--- src/rtl/apb_arb_master.sv ---
// rtl/apb_arb_master.sv - two-requester round-robin arbiter driving a single APB master port
module apb_arb_master #(
   parameter int ADDR_WIDTH = 8,
   parameter int DATA_WIDTH = 32,
   parameter int TIMEOUT    = 16
) (
   input  logic                    PCLK,
   input  logic                    PRESET,
   input  logic [1:0]              req_valid,
   input  logic [1:0]              req_write,
   input  logic [2*ADDR_WIDTH-1:0] req_addr,
   input  logic [2*DATA_WIDTH-1:0] req_wdata,
   output logic [1:0]              req_gnt,
   output logic [1:0]              rsp_valid,
   output logic [DATA_WIDTH-1:0]   rsp_rdata,
   output logic                    rsp_err,
   output logic                    PSEL,
   output logic                    PENABLE,
   output logic [ADDR_WIDTH-1:0]   PADDR,
   output logic                    PWRITE,
   output logic [DATA_WIDTH-1:0]   PWDATA,
   input  logic [DATA_WIDTH-1:0]   PRDATA,
   input  logic                    PREADY,
   input  logic                    PSLVERR
);

   // counter must be able to hold TIMEOUT; keep one bit when timeout is disabled
   localparam int CW = (TIMEOUT > 0) ? $clog2(TIMEOUT + 1) : 1;

   typedef enum logic [1:0] {IDLE, SETUP, ACCESS} state_t;

   state_t                 state;
   logic                   prio;      // requester that wins when both are valid
   logic                   owner;     // requester of the transfer currently on the bus
   logic [CW-1:0]          wait_cnt;
   logic                   arb_en;
   logic                   win;
   logic                   timeout_hit;
   logic                   ld_write;
   logic [ADDR_WIDTH-1:0]  ld_addr;
   logic [DATA_WIDTH-1:0]  ld_wdata;

   // arbitration window, round-robin winner selection, winner payload mux and timeout detect
   always_comb begin
      arb_en      = !PRESET && ((state == IDLE) || ((state == ACCESS) && PREADY));
      timeout_hit = (TIMEOUT > 0) && (state == ACCESS) && !PREADY &&
                    (wait_cnt == CW'(TIMEOUT - 1));
      win         = (req_valid == 2'b11) ? prio : req_valid[1];
      req_gnt     = 2'b00;
      if (arb_en && (req_valid != 2'b00)) begin
         req_gnt[win] = 1'b1;
      end
      ld_write = req_write[win];
      ld_addr  = win ? req_addr[2*ADDR_WIDTH-1:ADDR_WIDTH] : req_addr[ADDR_WIDTH-1:0];
      ld_wdata = win ? req_wdata[2*DATA_WIDTH-1:DATA_WIDTH] : req_wdata[DATA_WIDTH-1:0];
   end

   // transfer FSM; a grant (IDLE or completing ACCESS) overrides the state's own next step
   always_ff @(posedge PCLK or posedge PRESET) begin
      if (PRESET) begin
         state     <= IDLE;
         PSEL      <= 1'b0;
         PENABLE   <= 1'b0;
         PWRITE    <= 1'b0;
         PADDR     <= '0;
         PWDATA    <= '0;
         rsp_valid <= 2'b00;
         rsp_rdata <= '0;
         rsp_err   <= 1'b0;
         wait_cnt  <= '0;
         prio      <= 1'b0;
         owner     <= 1'b0;
      end else begin
         rsp_valid <= 2'b00;
         case (state)
            SETUP: begin
               PENABLE  <= 1'b1;
               wait_cnt <= '0;
               state    <= ACCESS;
            end
            ACCESS: begin
               if (PREADY) begin
                  rsp_valid[owner] <= 1'b1;
                  rsp_rdata        <= PWRITE ? '0 : PRDATA;
                  rsp_err          <= PSLVERR;
                  PSEL             <= 1'b0;
                  PENABLE          <= 1'b0;
                  state            <= IDLE;
               end else if (timeout_hit) begin
                  rsp_valid[owner] <= 1'b1;
                  rsp_rdata        <= '0;
                  rsp_err          <= 1'b1;
                  PSEL             <= 1'b0;
                  PENABLE          <= 1'b0;
                  wait_cnt         <= wait_cnt + 1'b1;
                  state            <= IDLE;
               end else begin
                  wait_cnt <= wait_cnt + 1'b1;
               end
            end
            default: state <= IDLE;
         endcase
         if (req_gnt != 2'b00) begin
            PADDR   <= ld_addr;
            PWRITE  <= ld_write;
            PWDATA  <= ld_wdata;
            owner   <= win;
            prio    <= ~win;
            PSEL    <= 1'b1;
            PENABLE <= 1'b0;
            state   <= SETUP;
         end
      end
   end

endmodule

--- config.mk ---
export PLATFORM = sky130hd
export DESIGN_NAME = apb_arb_master
export DESIGN_NICKNAME = d
export VERILOG_FILES = /design/src/rtl/apb_arb_master.sv
export SDC_FILE = /design/constraint.sdc
export NUM_CORES = 1
export LEC_CHECK = 0
export CORE_MARGIN = 5
export CORE_UTILIZATION = 40
export DETAILED_ROUTE_END_ITERATION = 10
export PLACE_DENSITY = 0.85
export SLEW_MARGIN = 20
export SYNTH_ARGS = -nofsm -noshare
export SYNTH_HDL_FRONTEND = slang
export SYNTH_SLANG_ARGS = --single-unit
--- constraint.sdc ---
create_clock -name PCLK -period 4.4 [get_ports PCLK]
set_clock_uncertainty 0.2 [all_clocks]
set_input_delay 1.32 -clock PCLK [delete_from_list [all_inputs] [get_ports PCLK]]
set_output_delay 1.32 -clock PCLK [all_outputs]
set_load 0.01 [all_outputs]
# Word level (Yosys, flattened, before mapping)
# Cells that the tools add are included.
# word_totals
reg_bits	87
out_inout_bits	80
# classes
add_sub_neg	1
order_cmp	4
n_eq_ne	6
muxes	30
n_bitwise	1
n_reduce_logical	22
# ops
op	count
$mux 32	4
$mux 2	7
$mux 1	12
$pmux 5 s2	1
$reduce_bool 2->1	5
$mux 8	1
$reduce_and 2->1	4
$logic_and 1x1->1	7
$reduce_bool 3->1	2
$add 5x1->5 const B	1
$eq 5x4->1 const B	1
$mux 5	1
$eq 2x2->1 const B	2
$lt 1x2->1 const B	2
$ne 4x3->1 const B	1
$pmux 2 s2	1
$demux 1 s1	2
$eq 2x1->1 const B	1
$ge 1x1->1 const B	2
$logic_not 1->1	2
$logic_not 2->1	1
$ne 2x2->1 const B	1
$pmux 1 s2	1
$logic_or 1x1->1	1
$not 1->1	1

# Depth between registers and ports, before layout
# Gate-level depths: netlist of the first run.
# logic_depth
ltp_word	10
depth_mapped	8
mapped_depth_nobuf	6

# Worst setup path after synthesis of the first run
# Ideal clock, no wire load.
# synth_path
kind	input to output
from	input PREADY
to	output req_gnt[1]
arrival_ns	2.106
required_ns	2.880
path_slack_ns	0.774
path_stages	5
n_path_buf	2
cell_sequence	buf_2 a21o_1 buf_2 nand2_1 nor3_1
# synth_between
elab_chain_len	5
# synth_lines
element	line_no	text
start: declaration	23	input logic PREADY,
$logic_and 1x1->1	45	arb_en = !PRESET && ((state == IDLE) || ((state == ACCESS) && PREADY));
$logic_or 1x1->1	45	
$logic_and 1x1->1	45	
$logic_and 1x1->1	50	if (arb_en && (req_valid != 2'b00)) begin
$mux 2	50	
end: declaration	13	output logic [1:0] req_gnt,
# Every way passes these cells.

# Worst setup path after layout of the first run
# layout_path
from	input PRESET
to	output req_gnt[1]
# layout_between
elab_chain_len	4
# layout_lines
element	line_no	text
start: declaration	8	input logic PRESET,
$logic_not 1->1 (no line)	-	
$logic_and 1x1->1	45	
$logic_and 1x1->1	50	
$mux 2	50	
# Every way passes these cells.

==> results of run 1 <==
[worst paths after layout]
path                                          end  slack [ps]  cells after the start
setup / recovery                       req_gnt[1]         180                      5
hold / removal                   PSEL$_DFFE_PP0P_         290                      2
setup reg to reg           PWDATA[27]$_DFFE_PP0P_        1700                      7
hold reg to reg                  PSEL$_DFFE_PP0P_         290                      2
max in group asynchronous  PWDATA[27]$_DFFE_PP0P_        1910                      3
min in group asynchronous        prio$_DFFE_PP0P_        1300                      2
[per-stage QoR]
stage / instances / util / TNS (ps)
floorplan: 386 / - / 0
global placement: 691 / 0.623 / -84.1
detailed placement: 691 / 0.623 / -109
CTS: 706 / 0.645 / 0
global route: 706 / 0.645 / 0
finish: 706 / 0.645 / 0
[cells by family (layout without fill, tap and decap cells)]
logic type      after synthesis  count (layout)  share of synthesized area
flops                        87              87                      0.543
fa+ha+maj                     5               5                     0.0156
compound gates              212             212                      0.338
buf+inv                      54             241                     0.0642
simple gates                 25              25                     0.0302
mux                           3               3                    0.00904
[worst reg2reg max path, stage by stage, from the launching register on]
cell	delay, ps
dfrtp_1	400
inv_1	90
ha_1	390
a21o_1	210
buf_4	410
and2_4	410
buf_4	330
a31oi_1	140
[layout by cell type (no fill, tap or decap), types with 2 or more instances in the layout]
cell type / instances
inv_1: 8
a22o_1: 34
a21oi_1: 47
clkinv_2: 3
dfrtp_1: 87
nor2_1: 8
clkdlybuf4s50_1: 197
a31oi_1: 41
ha_1: 5
bufinv_16: 2
clkbuf_8: 9
nand2_1: 7
o211ai_1: 41
buf_4: 18
dlygate4sd2_1: 2
o21ai_0: 42
[sequential cells by signal, indices dropped and copies added (netlist names)]
register and cells:
state 2, PADDR 8, owner 1, PSEL 1, PWRITE 1, PENABLE 1
rsp_err 1, rsp_rdata 32, PWDATA 32, rsp_valid 2, wait_cnt 5, prio 1
[what timing repair did]
item / 4_1_cts / 5_1_grt
hold endpoints to repair: 0 / 0
resized for setup: 2 / 0
endpoints found under the setup margin: 2 / 0
[layer usage]
metal,vias to the layer above,share of wire
met4,0,0.018
li1,1831,-
met1,1877,0.43
met5,-,0
met2,192,0.45
met3,20,0.096
[area by class of cell]
type,instances,area (um^2)
Sequential cell,87,2180
Tap cell,133,166
Timing Repair Buffer,217,2120
Clock buffer,9,124
Fill cell,784,3470
Inverter,9,35.0
Clock inverter,6,86.3
Multi-Input combinational cell,245,1590
[power breakdown]
| part | internal (mW) | switching [mW] |
|---|---|---|
| Sequential | 1.14 | 0.201 |
| Clock | 0.316 | 0.275 |
| Combinational | 0.920 | 0.727 |
| Total | 2.37 | 1.20 |
==> run metrics, run 1 <==
Final nets 694; Slew Viols, Final 0; Slew headroom 0.468; worst setup margin 180 ps; minimum clock period 4220 ps; largest net degree at the start of global routing 48; antenna diode count 0; via count 3920; Initial DRC Count 269; share of the synthesized area in the top cell type 0.543; Power, Total 3.58 mW; CTS H-tree depth 3; drt first pass iters 4; Max Cap Violations 0; number of global-route vias before repair 4104; TritonCTS Buffers 9; Max VDD drop 0.240 mV; CP peak stage delay 470 ps; Crit Path Max Fanout 3; post-route cell area 6300 um^2; crit-path cells clkdlybuf4s50_1 -> o21ba_1 -> nand2_1 -> nor3_1 -> dlygate4sd2_1; Worst Tran Pin Value 797 ps; grt total ovfl 0; sinks on the clock net 87; status finished clean; IO Count 200; Antenna Violating Nets Remaining 0; Most Crowded Layer GR met2; layout overhead on the synthesized area 57.0%; drt via density 5.55; CTS Root Cell clkbuf_8; Hold Slack 290 ps; Setup Buffers After CTS 0; GR met2 Demand/Resource 0.334; Crit. Startpoint PRESET; min-delay worst type flop to flop; unrepaired setup endpoints after global routing false; Seq/Total Area, Yosys 0.543; CP bufs+invs 2; average footprint of a synthesized cell 10.4 um^2; Crit Path Class input pin to output pin; share of cells above drive strength 1 0.0698; initial antenna violation count 0; Core Area 9770 um^2; TritonCTS clock tree done; Top Family by Delay on Critical Path buffers and inverters; startpoint types input pin; Tcrit/Tclk final 0.959; # setup viols final 0; Distinct cells, synth 30; Die X 110 um; gpl congestion 0.823; hold_buf cts 0; # port buffers 199; Min-Delay Startpoint PSEL$_DFFE_PP0P_; Detail Placement HPWL 9400 um; mapped cell area 4010 um^2; Rows 36; cells after synthesis 386; initial core utilization 0.411; final hold vios 0; die area 12100 um^2; global-route wire length before repair 20300 um; syn_nets 511; die height 110 um; Top FF cell, synth dfrtp_1; met3 GRT Util 0.0670; fmax 0.237 GHz; maximum root-to-sink buffer count 2; DR WL/cell 18.4 um; clock-pin slew on the worst setup and hold paths 80 ps; worst r2r src state[0]$_DFFE_PP0P_; Total GRT Usage 0.213; worst slack, placed -97.5 ps; top cells by area, synth dfrtp_1 54%, o211ai_1 7.7%, a22o_1 7.4%; DRC Markers 0; number of synthesized flops with an enable pin 0; Worst Setup End Kind output pin; total leakage power 2.51 nW; CP required 2880 ps; most frequent cell after synthesis dfrtp_1; met1 Track Usage GR 0.278; placed instance area 6090 um^2; #FFs+latches synth 87; Post-synth top cells 87 x dfrtp_1, 47 x a21oi_1, 42 x o21ai_0; Async S/R FF share, synth 1.00; Power per Cell Area 568 nW/um^2; Critical Path Slowest Stage Cell clkdlybuf4s50_1; Post-Route WL 13000 um; CP arrival 2700 ps; Ys Warns 0; worst skew pair latency 350 ps; Synth area leader dfrtp_1
Power figures use the tool's default switching activity.
==> run 2, diff against run 1 <==
- CORE_UTILIZATION: 40 -> 30
- PLACE_DENSITY: 0.85 -> 0.68
==> run metrics, run 2 (synthesis results as in run 1) <==
DR WL/cell 18.2 um; via count 3943; CTS resizes 2; Max Used Layer met4; DRC Markers 0; sequential cell area 2180 um^2; hold_buf cts 0; Total GRT Usage 0.169; Rows 42; Power per Cell Area 578 nW/um^2; global-route wire length before repair 21800 um; met1 wire length 5850 um; P_sw 1.26 mW; Core Area 13200 um^2; Max Cap Violations 0; CP peak stage delay 490 ps; Setup Buffers After CTS 0; fin util 0.488; startpoint types input pin; metal3 WL 1090 um; post-route insts no fill 750; Max VDD drop 0.182 mV; Comb pwr share 0.442; commonest non-fill, non-tap cells in the layout 197 x clkdlybuf4s50_1, 87 x dfrtp_1, 47 x a21oi_1; sequential power share 0.364; number of global-route vias before repair 4094; Worst Setup End Kind output pin; initial antenna violation count 0; Slew headroom 0.531; Die X 126 um; layout overhead on the synthesized area 60.5%; Post-Route WL 13600 um; placed cells 734; # setup viols final 0; share of cells above drive strength 1 0.0714; # port buffers 199; Critical Path Slowest Stage Cell clkdlybuf4s50_1; min-delay worst type flop to flop; TritonCTS clock tree done; grt total ovfl 0; gpl congestion 0.829; Sw Ratio 0.338; minimum clock period 4220 ps; clock-pin slew on the worst setup and hold paths 60 ps; CP required 2880 ps; CP bufs+invs 2; Slew Viols, Final 0; Pint 2.46 mW; CTS Root Cell clkbuf_16; met2 WL 6350 um; Fillers 1214; total leakage power 2.53 nW; Antenna Violating Nets Remaining 0; die height 126 um; CTS H-tree depth 3; Crit Path Class input pin to output pin; leading cell type in the layout, fill and taps excluded clkdlybuf4s50_1; worst skew pair latency 330 ps; Crit Path Max Fanout 3; Detail Placement HPWL 9520 um; sinks on the clock net 87; TritonCTS Buffers 9; IO Count 200; Top Family by Delay on Critical Path buffers and inverters; largest net degree at the start of global routing 88; die area 15800 um^2; area of the multi-input gates 1590 um^2; maximum root-to-sink buffer count 2; status finished clean; final hold vios 0; initial core utilization 0.304; biggest regs PWDATA: 32 flops, rsp_rdata: 32 flops, PADDR: 8 flops; unrepaired setup endpoints after global routing false; Tcrit/Tclk final 0.958; drt first pass iters 4; crit-path cells clkdlybuf4s50_1 -> o21ba_2 -> nand2_1 -> nor3_1 -> dlygate4sd2_1; CP arrival 2700 ps; Worst Tran Pin Value 702 ps; Initial DRC Count 274; Clock power frac 0.194; Final nets 694; antenna diode count 0; fmax 0.237 GHz; drt via density 5.26
run 2: cell types whose count changed in the layout (fill, tap and decap cells not counted), sizes merged:
cell      before  now
bufinv         2    0
clkbuf         9   11
clkinv         4    1
clkinvlp       1    3
inv            8   10
run 2: layout make-up:
type / instances / share of cell area
multi-input cells: 245 / 0.246
clock inverters: 5 / 0.00622
flip-flops and latches: 87 / 0.338
clock buffers: 11 / 0.0377
inverters: 9 / 0.00544
well taps: 176 / 0.0342
repair buffers: 217 / 0.332
run 2: worst paths after layout:
check	from	end	slack (ps)	cells past startpoint
worst min-delay path	PSEL$_DFFE_PP0P_	PSEL$_DFFE_PP0P_	290	2
worst min register to register	PSEL$_DFFE_PP0P_	PSEL$_DFFE_PP0P_	290	2
worst max-delay path	PRESET	req_gnt[1]	180	5
max in group asynchronous	PRESET	rsp_rdata[31]$_DFFE_PP0P_	2330	3
min in group asynchronous	PRESET	PWDATA[6]$_DFFE_PP0P_	1330	3
worst max register to register	state[0]$_DFFE_PP0P_	PWDATA[6]$_DFFE_PP0P_	1720	7
run 2: power groups by stage:
stage	Sequential, mW	Combinational (mW)	Clock, mW
finish	1.35	1.64	0.722
global route	1.39	1.77	0.781
CTS	1.35	1.66	0.743
detailed placement	1.36	1.66	0
global placement	1.35	1.65	0
floorplan	1.48	0.575	0
run 2: layer usage:
metal,vias to the layer above,GRT usage
met4,0,0.0695
met5,-,0
li1,1833,-
met3,26,0.0500
met1,1896,0.213
met2,188,0.273
run 2: metrics by stage:
step                instance area [um^2]  power (mW)  setup slack [ps]  setup TNS, ps  hold slack [ps]
CTS                                 6440        3.76               149              0              294
global placement                    6160        2.99              -124           -159              278
detailed placement                  6160        3.02              -136           -189              279
floorplan                           4010        2.06               630              0              217
finish                              6440        3.72               183              0              291
global route                        6440        3.94              55.5              0              315
run 2: worst reg2reg max path: stages (launching register included):
cell	delay (ps)
dfrtp_1	400
inv_1	90
ha_1	370
a21o_1	200
buf_4	420
and2_4	500
buf_4	270
a31oi_1	110
